**src/rtl/dice_turn_controller_if.sv**
```systemverilog
// Board-side signal bundle for the dice turn controller: the player buttons and
// the roller's throw value go in, and the roller enable and game status come out.
interface dice_turn_controller_if #(
    parameter int SCORE_W = 6
);
    logic               btn_a;
    logic               btn_b;
    logic [2:0]         throw_in;
    logic               roll_en;
    logic               turn;
    logic [SCORE_W-1:0] score_a;
    logic [SCORE_W-1:0] score_b;
    logic [2:0]         last_throw;
    logic               result_valid;
    logic               winner_valid;
    logic               winner;

    modport master (
        output btn_a, btn_b, throw_in,
        input  roll_en, turn, score_a, score_b, last_throw,
               result_valid, winner_valid, winner
    );

    modport slave (
        input  btn_a, btn_b, throw_in,
        output roll_en, turn, score_a, score_b, last_throw,
               result_valid, winner_valid, winner
    );
endinterface

```
**src/rtl/dice_turn_controller.sv**
```systemverilog
// Two-player turn sequencer sharing one dice roller between players A and B.
// The current player's button gates the roller for at least MIN_ROLL cycles.
// A settled valid throw is added to that player's score, and the turn passes to
// the other player. Reaching TARGET ends the game until reset.
module dice_turn_controller #(
    parameter int SCORE_W  = 6,
    parameter int TARGET   = 30,
    parameter int MIN_ROLL = 8
) (
    input logic                   clk,
    input logic                   rst,
    dice_turn_controller_if.slave bus
);
    localparam int CNT_W = $clog2(MIN_ROLL + 1);

    typedef enum logic [1:0] {IDLE, ROLL, CAPTURE, DONE} state_t;

    state_t             state_q, state_d;
    logic [CNT_W-1:0]   cnt_q, cnt_d;
    logic               turn_q, turn_d;
    logic               armed_q, armed_d;
    logic [SCORE_W-1:0] score_a_q, score_a_d;
    logic [SCORE_W-1:0] score_b_q, score_b_d;
    logic [2:0]         last_throw_q, last_throw_d;
    logic               result_valid_q, result_valid_d;
    logic               winner_valid_q, winner_valid_d;
    logic               winner_q, winner_d;

    logic               btn_cur;
    logic               throw_ok;
    logic [SCORE_W-1:0] score_cur;
    logic [SCORE_W-1:0] score_new;

    // Only the current player's button matters. 0 and 7 are not dice faces.
    assign btn_cur   = turn_q ? bus.btn_b : bus.btn_a;
    assign throw_ok  = (bus.throw_in != 3'd0) && (bus.throw_in != 3'd7);
    assign score_cur = turn_q ? score_b_q : score_a_q;
    assign score_new = score_cur + SCORE_W'(bus.throw_in);

    // Registered game state with synchronous reset
    always_ff @(posedge clk) begin
        if (rst) begin
            state_q        <= IDLE;
            cnt_q          <= '0;
            turn_q         <= 1'b0;
            armed_q        <= 1'b0;
            score_a_q      <= '0;
            score_b_q      <= '0;
            last_throw_q   <= 3'd0;
            result_valid_q <= 1'b0;
            winner_valid_q <= 1'b0;
            winner_q       <= 1'b0;
        end else begin
            state_q        <= state_d;
            cnt_q          <= cnt_d;
            turn_q         <= turn_d;
            armed_q        <= armed_d;
            score_a_q      <= score_a_d;
            score_b_q      <= score_b_d;
            last_throw_q   <= last_throw_d;
            result_valid_q <= result_valid_d;
            winner_valid_q <= winner_valid_d;
            winner_q       <= winner_d;
        end
    end

    // Turn sequencing: arm on a released button, roll, capture, score, hand over
    always_comb begin
        state_d        = state_q;
        cnt_d          = cnt_q;
        turn_d         = turn_q;
        armed_d        = armed_q;
        score_a_d      = score_a_q;
        score_b_d      = score_b_q;
        last_throw_d   = last_throw_q;
        result_valid_d = 1'b0;
        winner_valid_d = winner_valid_q;
        winner_d       = winner_q;

        case (state_q)
            IDLE: begin
                if (!btn_cur) begin
                    armed_d = 1'b1;
                end
                if (armed_q && btn_cur) begin
                    state_d = ROLL;
                    cnt_d   = '0;
                end
            end
            ROLL: begin
                if (cnt_q != CNT_W'(MIN_ROLL)) begin
                    cnt_d = cnt_q + CNT_W'(1);
                end
                if ((cnt_q >= CNT_W'(MIN_ROLL - 1)) && !btn_cur) begin
                    state_d = CAPTURE;
                end
            end
            CAPTURE: begin
                if (!throw_ok) begin
                    state_d = ROLL;
                    cnt_d   = '0;
                end else begin
                    last_throw_d   = bus.throw_in;
                    result_valid_d = 1'b1;
                    if (turn_q) begin
                        score_b_d = score_new;
                    end else begin
                        score_a_d = score_new;
                    end
                    if (score_new >= SCORE_W'(TARGET)) begin
                        state_d        = DONE;
                        winner_d       = turn_q;
                        winner_valid_d = 1'b1;
                    end else begin
                        state_d = IDLE;
                        turn_d  = ~turn_q;
                        armed_d = 1'b0;
                    end
                end
            end
            DONE: begin
                state_d = DONE;
            end
            default: begin
                state_d = IDLE;
            end
        endcase
    end

    assign bus.roll_en      = (state_q == ROLL);
    assign bus.turn         = turn_q;
    assign bus.score_a      = score_a_q;
    assign bus.score_b      = score_b_q;
    assign bus.last_throw   = last_throw_q;
    assign bus.result_valid = result_valid_q;
    assign bus.winner_valid = winner_valid_q;
    assign bus.winner       = winner_q;
endmodule

```
**src/flat_wrapper.sv**
```systemverilog
// flat-port wrapper written by rule: the top's interface ports become plain ports
module dice_turn_controller_flat 
#(
    parameter int SCORE_W  = 6,
    parameter int TARGET   = 30,
    parameter int MIN_ROLL = 8
)
  (clk, rst, bus_btn_a, bus_btn_b, bus_throw_in, bus_roll_en, bus_turn, bus_score_a, bus_score_b, bus_last_throw, bus_result_valid, bus_winner_valid, bus_winner);
  dice_turn_controller_if #(.SCORE_W(SCORE_W)) bus_i ();
  input logic clk;
  input logic rst;
  input wire logic [$bits(bus_i.btn_a)-1:0] bus_btn_a;
  input wire logic [$bits(bus_i.btn_b)-1:0] bus_btn_b;
  input wire logic [$bits(bus_i.throw_in)-1:0] bus_throw_in;
  output wire logic [$bits(bus_i.roll_en)-1:0] bus_roll_en;
  output wire logic [$bits(bus_i.turn)-1:0] bus_turn;
  output wire logic [$bits(bus_i.score_a)-1:0] bus_score_a;
  output wire logic [$bits(bus_i.score_b)-1:0] bus_score_b;
  output wire logic [$bits(bus_i.last_throw)-1:0] bus_last_throw;
  output wire logic [$bits(bus_i.result_valid)-1:0] bus_result_valid;
  output wire logic [$bits(bus_i.winner_valid)-1:0] bus_winner_valid;
  output wire logic [$bits(bus_i.winner)-1:0] bus_winner;
  assign bus_i.btn_a = bus_btn_a;
  assign bus_i.btn_b = bus_btn_b;
  assign bus_i.throw_in = bus_throw_in;
  assign bus_roll_en = bus_i.roll_en;
  assign bus_turn = bus_i.turn;
  assign bus_score_a = bus_i.score_a;
  assign bus_score_b = bus_i.score_b;
  assign bus_last_throw = bus_i.last_throw;
  assign bus_result_valid = bus_i.result_valid;
  assign bus_winner_valid = bus_i.winner_valid;
  assign bus_winner = bus_i.winner;
  dice_turn_controller #(.SCORE_W(SCORE_W), .TARGET(TARGET), .MIN_ROLL(MIN_ROLL)) u_core (.clk(clk), .rst(rst), .bus(bus_i));
endmodule
```
**config.mk**
```make
export PLATFORM = sky130hd
export DESIGN_NAME = dice_turn_controller_flat
export DESIGN_NICKNAME = d
export VERILOG_FILES = /design/src/rtl/dice_turn_controller_if.sv /design/src/rtl/dice_turn_controller.sv /design/src/flat_wrapper.sv
export SDC_FILE = /design/constraint.sdc
export NUM_CORES = 1
export LEC_CHECK = 0
export ABC_AREA = 1
export BUFFER_PORTS_ARGS = -buffer_cell sky130_fd_sc_hd__buf_4
export CORE_MARGIN = 4
export CORE_UTILIZATION = 58
export DETAILED_ROUTE_END_ITERATION = 8
export PLACE_DENSITY = 0.81
export SYNTH_ARGS = -nofsm -noshare
export SYNTH_HDL_FRONTEND = slang
export SYNTH_SLANG_ARGS = --single-unit
```
**constraint.sdc**
```tcl
create_clock -name clk -period 4.5 [get_ports clk]
set_input_delay 0.45 -clock clk [delete_from_list [all_inputs] [get_ports clk]]
set_output_delay 0.45 -clock clk [all_outputs]
set_load 0.02 [all_outputs]
```
======== Word level (Yosys, flattened, before mapping) ========
Cells that the tools add are included.
word-level totals
  output and inout bits ................... 20
  input bits .............................. 7
  register bits ........................... 26
  logic and storage cells ................. 62
cells by class
  muxes and demuxes ....................... 16
  order comparisons ....................... 2
  bitwise operators ....................... 3
  eq/ne operators ......................... 12
  add/subtract/negate cells ............... 2
  reduce and logical (&&, ||, !) cells .... 17
operators with widths
  cell                                                                                  number
  4-bit 2-to-1 mux                                                                      3
  4-bit case mux with 3 select lines                                                    1
  3-bit AND reduction                                                                   4
  2-bit 2-to-1 mux                                                                      4
  2-bit by 1-bit != test with 1-bit output (second input constant)                      4
  2-bit case mux with 4 select lines                                                    1
  4-bit AND reduction                                                                   2
  6-bit by 3-bit adder with 6-bit output                                                1
  6-bit by 5-bit greater-or-equal comparator with 1-bit output (second input constant)  1
  6-bit 2-to-1 mux                                                                      1
  2-bit != test (second input constant)                                                 3
  3-bit nonzero test                                                                    2
  1-bit 2-to-1 mux                                                                      5
  4-bit by 1-bit adder with 4-bit output (second input constant)                        1
  2-bit == test (second input constant)                                                 2
  4-bit by 3-bit greater-or-equal comparator with 1-bit output (second input constant)  1
  4-bit != test (second input constant)                                                 1
  2-bit AND reduction                                                                   2
  1-bit logical AND                                                                     3
  3-bit != test (second input constant)                                                 1
  1-bit inverter                                                                        3
  2-bit by 1-bit == test with 1-bit output (second input constant)                      1
  2-bit zero test                                                                       1
  1-bit case mux with 2 select lines                                                    1
  3 further kinds                                                                       3

======== Depth between registers and ports, before layout ========
  word-level depth ........................ 6
  depth in mapped cells ................... 17
  mapped depth without buffers ............ 17

======== Worst setup path after synthesis ========
Ideal clock, no wire load.
  path type ............................... reg2reg
  start point ............................. reg u_core.turn_q, in the netlist u_core.bus.turn
  end point ............................... reg u_core.winner_q, in the netlist u_core.bus.winner
  slack ................................... 2323 ps
  library setup time ...................... 115 ps
  data arrival time ....................... 2062 ps
  clock period less this slack ............ 2177 ps
  stages on the path, launching flop included .. 13
  path through ............................ dfxtp_1 -> inv_2 -> o21ai_0 -> ha_1 -> inv_1 -> fa_1 -> xor2_1 -> nor2_1 -> nand3_4 -> nand2_2 -> nand3_1 -> nand2_1 -> nor2_1
between the ends
  cells in the longest elaborated chain, start to end .. 4
ends and longest elaborated chain
  element                                                       RTL line                     text
  start: declaration                                            dice_turn_controller.sv:20   logic turn_q, turn_d;
  start signal: assignment                                      dice_turn_controller.sv:56   turn_q <= turn_d;
  6-bit 2-to-1 mux                                              dice_turn_controller.sv:37   assign score_cur = turn_q ? score_b_q : score_a_q;
  6-bit by 3-bit adder with 6-bit output                        dice_turn_controller.sv:38   assign score_new = score_cur + SCORE_W'(bus.throw_in);
  6-bit by 5-bit greater-or-equal comparator with 1-bit output  dice_turn_controller.sv:110  if (score_new >= SCORE_W'(TARGET)) begin
  3-bit AND reduction (no line)                                 n/a
  end signal: assignment                                        dice_turn_controller.sv:63   winner_q <= winner_d;
  end: declaration                                              dice_turn_controller.sv:27   logic winner_q, winner_d;
Parallel ways exist; a longest one is shown, timed or not.
A chain may end at the register's enable or synchronous reset.

======== Worst setup path after layout ========
Ends and elaborated chain as after synthesis.

==> summary.md <==
The flow ran to the end, and the final reports show no timing, DRC or antenna violations. The post-detailed-route via-to-cell ratio is 5.34, and the final-layout worst hold slack is 362 ps. In the post-route analysis, the smallest setup slack over all paths is 1730 ps. Most used cell along the critical path: sky130_fd_sc_hd__nand2_1.

The run gives 3010 ps as the worst path arrival time. Once layout is done, the placed cells without fillers occupy 0.00172 mm². The number of cell instances on the worst register-to-register path is 15, and the minimum setup slack after placement is 1760 ps. The pin count of the biggest net entering global routing is 16, and the relative area change from synthesis to final layout is 17.1%. Global routing consumed, over all layers together, 20.3% of the routing resources. The cell type with the highest aggregate area in the netlist is sky130_fd_sc_hd__dfxtp_1. The critical path in this run is classified as reg -> reg.

Share of the clock period used by the worst path after layout: 61.4%. The tools report the half-perimeter wire length after detailed placement as 2480 µm. Required time of the worst setup path: 4740 ps. TritonCTS built the clock tree. In this run the tool buffered the top-level ports with 26 buffer cells.

The root buffer cell chosen for the clock tree is sky130_fd_sc_hd__clkbuf_4. The tools report the count of pins over their slew limit as 0. Yosys mapped the design onto 31 distinct sky130hd cell types. For this design the static power due to leakage is 0.793 nW. Across all register-to-register paths, the minimum setup slack is 1730 ps. The chip height is 58.3 µm, and the largest fanout of any net on the critical path is 12.

The number of detailed-route iterations in the first pass is 4, and the count of cells resized by post-cts repair is 0. After synthesis, the cell types taking the most area are sky130_fd_sc_hd__dfxtp_1 35%, sky130_fd_sc_hd__nand2_1 9.7%, sky130_fd_sc_hd__inv_1 6.6%. Placeable core region: 0.00232 mm².

Counting instances, the worst hold path has a depth of 2. The post-synthesis average cell area is 7.45 µm². The tools report the clock latency reported for the late side of the worst-skew pair as 330 ps. The tools report the launch point of the worst reg-to-reg path as u_core.bus.turn. For the relative slew slack, the log shows 57.9%.

Global routing finished with a remaining overflow of 0. The total of max-cap violations was 0. The routed length per placed instance came out at 12.8 µm.

The tools report the final hold violation count as 0. The initial antenna violation count was 0. During synthesis, Yosys emitted a total of 0 warnings.

The tools report the type of element launching the critical path as a register. No sink is reached through more buffers than the 2 on the longest clock path. The run gives 1249 as the via count of the first global-routing pass. Number of placement rows: 17. The run gives 210 as the synthesized netlist net count. Setup violations remaining at the end of the flow were counted as 0. The cell count after synthesis came out at 197.

Setup repair after global routing left no endpoint under its margin. The number of buffers created by CTS is 3. The final route contains 1341 vias.

After filler insertion, the fill cell instance count of the layout stands at 182. The combinational family with the most area after synthesis was simple AND/OR/NAND/NOR gates. For this design the ratio of total power to cell area is 388 mW/mm². The largest stage delay on the critical path is 750 ps.

Destination of the worst hold path: u_core.bus.winner_valid. Subtracting the final worst setup slack from the clock period gives 2770 ps. The synthesized netlist devotes 5.63% of its cell area to adder and majority cells.

After clock tree synthesis, the clock-pin slew on the worst setup and hold paths is 140 ps. The width of the chip was 58.3 µm. The clock net sink count came out at 26. The final-stage net count came out at 237. The mux contribution to synthesized area was 0%; the count of antenna-violating nets left after detailed routing was 0. Xor/xnor share of the synthesized area: 1.79%. The number of top-level pins is 27. The master of the slowest instance on the critical path is sky130_fd_sc_hd__dfxtp_1.

The floorplan step defined a die boundary enclosing 0.00340 mm². The tools report the remaining routing DRC violations as 0. The starting utilization of the core area was 63.3%; the sum of internal, switching and leakage power was 667 µW.

Path class of the lowest-slack min-delay path: in -> reg. The largest clock skew in the final design was 2.85 ps; the global-route wire length before repair was 5430 µm. Cells fill 74.2% of the core in the end. The run gives 0.332 mV as the peak supply drop. The level count of the clock H-tree is 1.

In this run the cell area measured after placement is 0.00167 mm². Of the synthesized area, sequential elements account for 35.5%. The filler-free cell count of the finished design is 251, and the transition time of the tightest slew-check pin is 631 ps.

Wires add up to 3220 µm. Portion of synthesized cell area occupied by the leading cell type: 35.5%. Register bit total from synthesis: 26.

Of the total synthesized cell area, the portion taken by AND, OR, NAND and NOR gates is 30.1%. After the first detailed-routing iteration, the DRC count stood at 78. The tools report the start point of the worst min-delay path as rst. The placer's final routability congestion estimate is 0.907. Setup total negative slack on the finished layout was measured at 0 ps. Number of cells after detailed placement: 247. The endpoint kind of the worst setup timing path was a register. The run gives 0 as the number of antenna cells inserted. In the final layout, the share of cells above drive strength 1 is 26.5%. Summing the areas of all compound-gate instances in the mapped netlist gives 16.5% of the synthesized area. The endpoint identified for the worst register-to-register timing path is u_core.bus.winner.

In this run the post-CTS setup repair buffer count came out at 0. Timing would allow up to 0.362 GHz. After synthesis the cells add up to 0.00147 mm².

Buffers inserted to repair hold after CTS numbered 0. Walking the worst path, the cells encountered are inv_2 -> o21ai_0 -> ha_1 -> inv_1 -> fa_1 -> inv_1 -> nand2_1 -> nand2_1 -> nand3_1 -> nand2_2 -> nand3_4 -> nand2_2 -> nand3_1 -> nand2_1 -> nor2_1.
[synthesized netlist by cell type, drive strengths merged]
master	n
a211oi	1
a21oi	18
and3	1
buf	3
clkbuf	1
dfxtp	26
fa	1
ha	5
inv	33
nand2	47
nand3	14
nand4	5
nor2	16
nor3	1
o211ai	3
o21ai	18
or2	1
xor2	3
[report_power, final]
group	switching, mW	leakage [nW]	internal [mW]
Combinational	0.146	0.555	0.0791
Clock	0.0737	0.0279	0.0901
Sequential	0.0237	0.210	0.254
Total	0.243	0.793	0.423
[kinds of logic after synthesis]
family,Yosys count
adder cells (fa/ha/maj),6
flip-flops,26
AND/OR/NAND/NOR,85
XOR/XNOR,3
AO/OA/AOI/OAI,40
buffers and inverters,37
[layout make-up]
class / instances / area [µm²] / area share [%]
sequential: 26 / 520 / 30.3
clock buffer: 3 / 22.5 / 1.31
clock inverter: 1 / 30.0 / 1.75
multi-input combinational: 134 / 792 / 46.1
inverter: 33 / 124 / 7.21
timing repair buffer: 26 / 195 / 11.4
tap: 28 / 35.0 / 2.04
[layer usage]
layer	share of wire, %	GRT usage, %	vias up
met1	45	27.1	594
met4	1.5	7.95	0
li1	-	-	683
met2	45	32.5	57
met5	0	0	-
met3	7.8	3.29	7
[critical path, delay by kind of cell (launching register included)]
kind            cells  cell delay, ps
flops               1             750
buf+inv             3             340
compound gates      1             250
fa+ha+maj           2             610
simple gates        9             710
[state kept, by name (all words and copies together) (netlist names)]
register                 cells
u_core.bus.score_a           6
u_core.bus.score_b           6
u_core.cnt_q                 4
u_core.bus.last_throw        3
u_core.state_q               2
u_core.armed_q               1
u_core.bus.result_valid      1
u_core.bus.turn              1
u_core.bus.winner            1
u_core.bus.winner_valid      1
[cell usage in the layout, fill, tap and decap left out, types with 6 or more instances in the layout]
master	synthesis	routed
sky130_fd_sc_hd__nand2_1	38	38
sky130_fd_sc_hd__nand3_1	10	10
sky130_fd_sc_hd__nor2_1	13	13
sky130_fd_sc_hd__inv_2	7	7
sky130_fd_sc_hd__buf_4	0	26
sky130_fd_sc_hd__inv_1	26	26
sky130_fd_sc_hd__o21ai_1	6	6
sky130_fd_sc_hd__dfxtp_1	26	26
sky130_fd_sc_hd__nand2_2	7	7
sky130_fd_sc_hd__o21ai_0	9	9
sky130_fd_sc_hd__a21oi_1	16	16
[worst max path at each step]
| stage | from | to | slack, ps |
|---|---|---|---|
| global placement | u_core.bus.turn | u_core.bus.winner | 1920 |
| global route | u_core.bus.turn | u_core.armed_q | 1550 |
| finish | u_core.bus.turn | u_core.bus.winner | 1730 |
| detailed placement | u_core.bus.turn | u_core.bus.winner | 1760 |
| floorplan | u_core.bus.turn | u_core.bus.winner | 2320 |
| CTS | u_core.bus.turn | u_core.bus.winner | 1730 |
No activity file was read; power rests on OpenSTA's default activity.
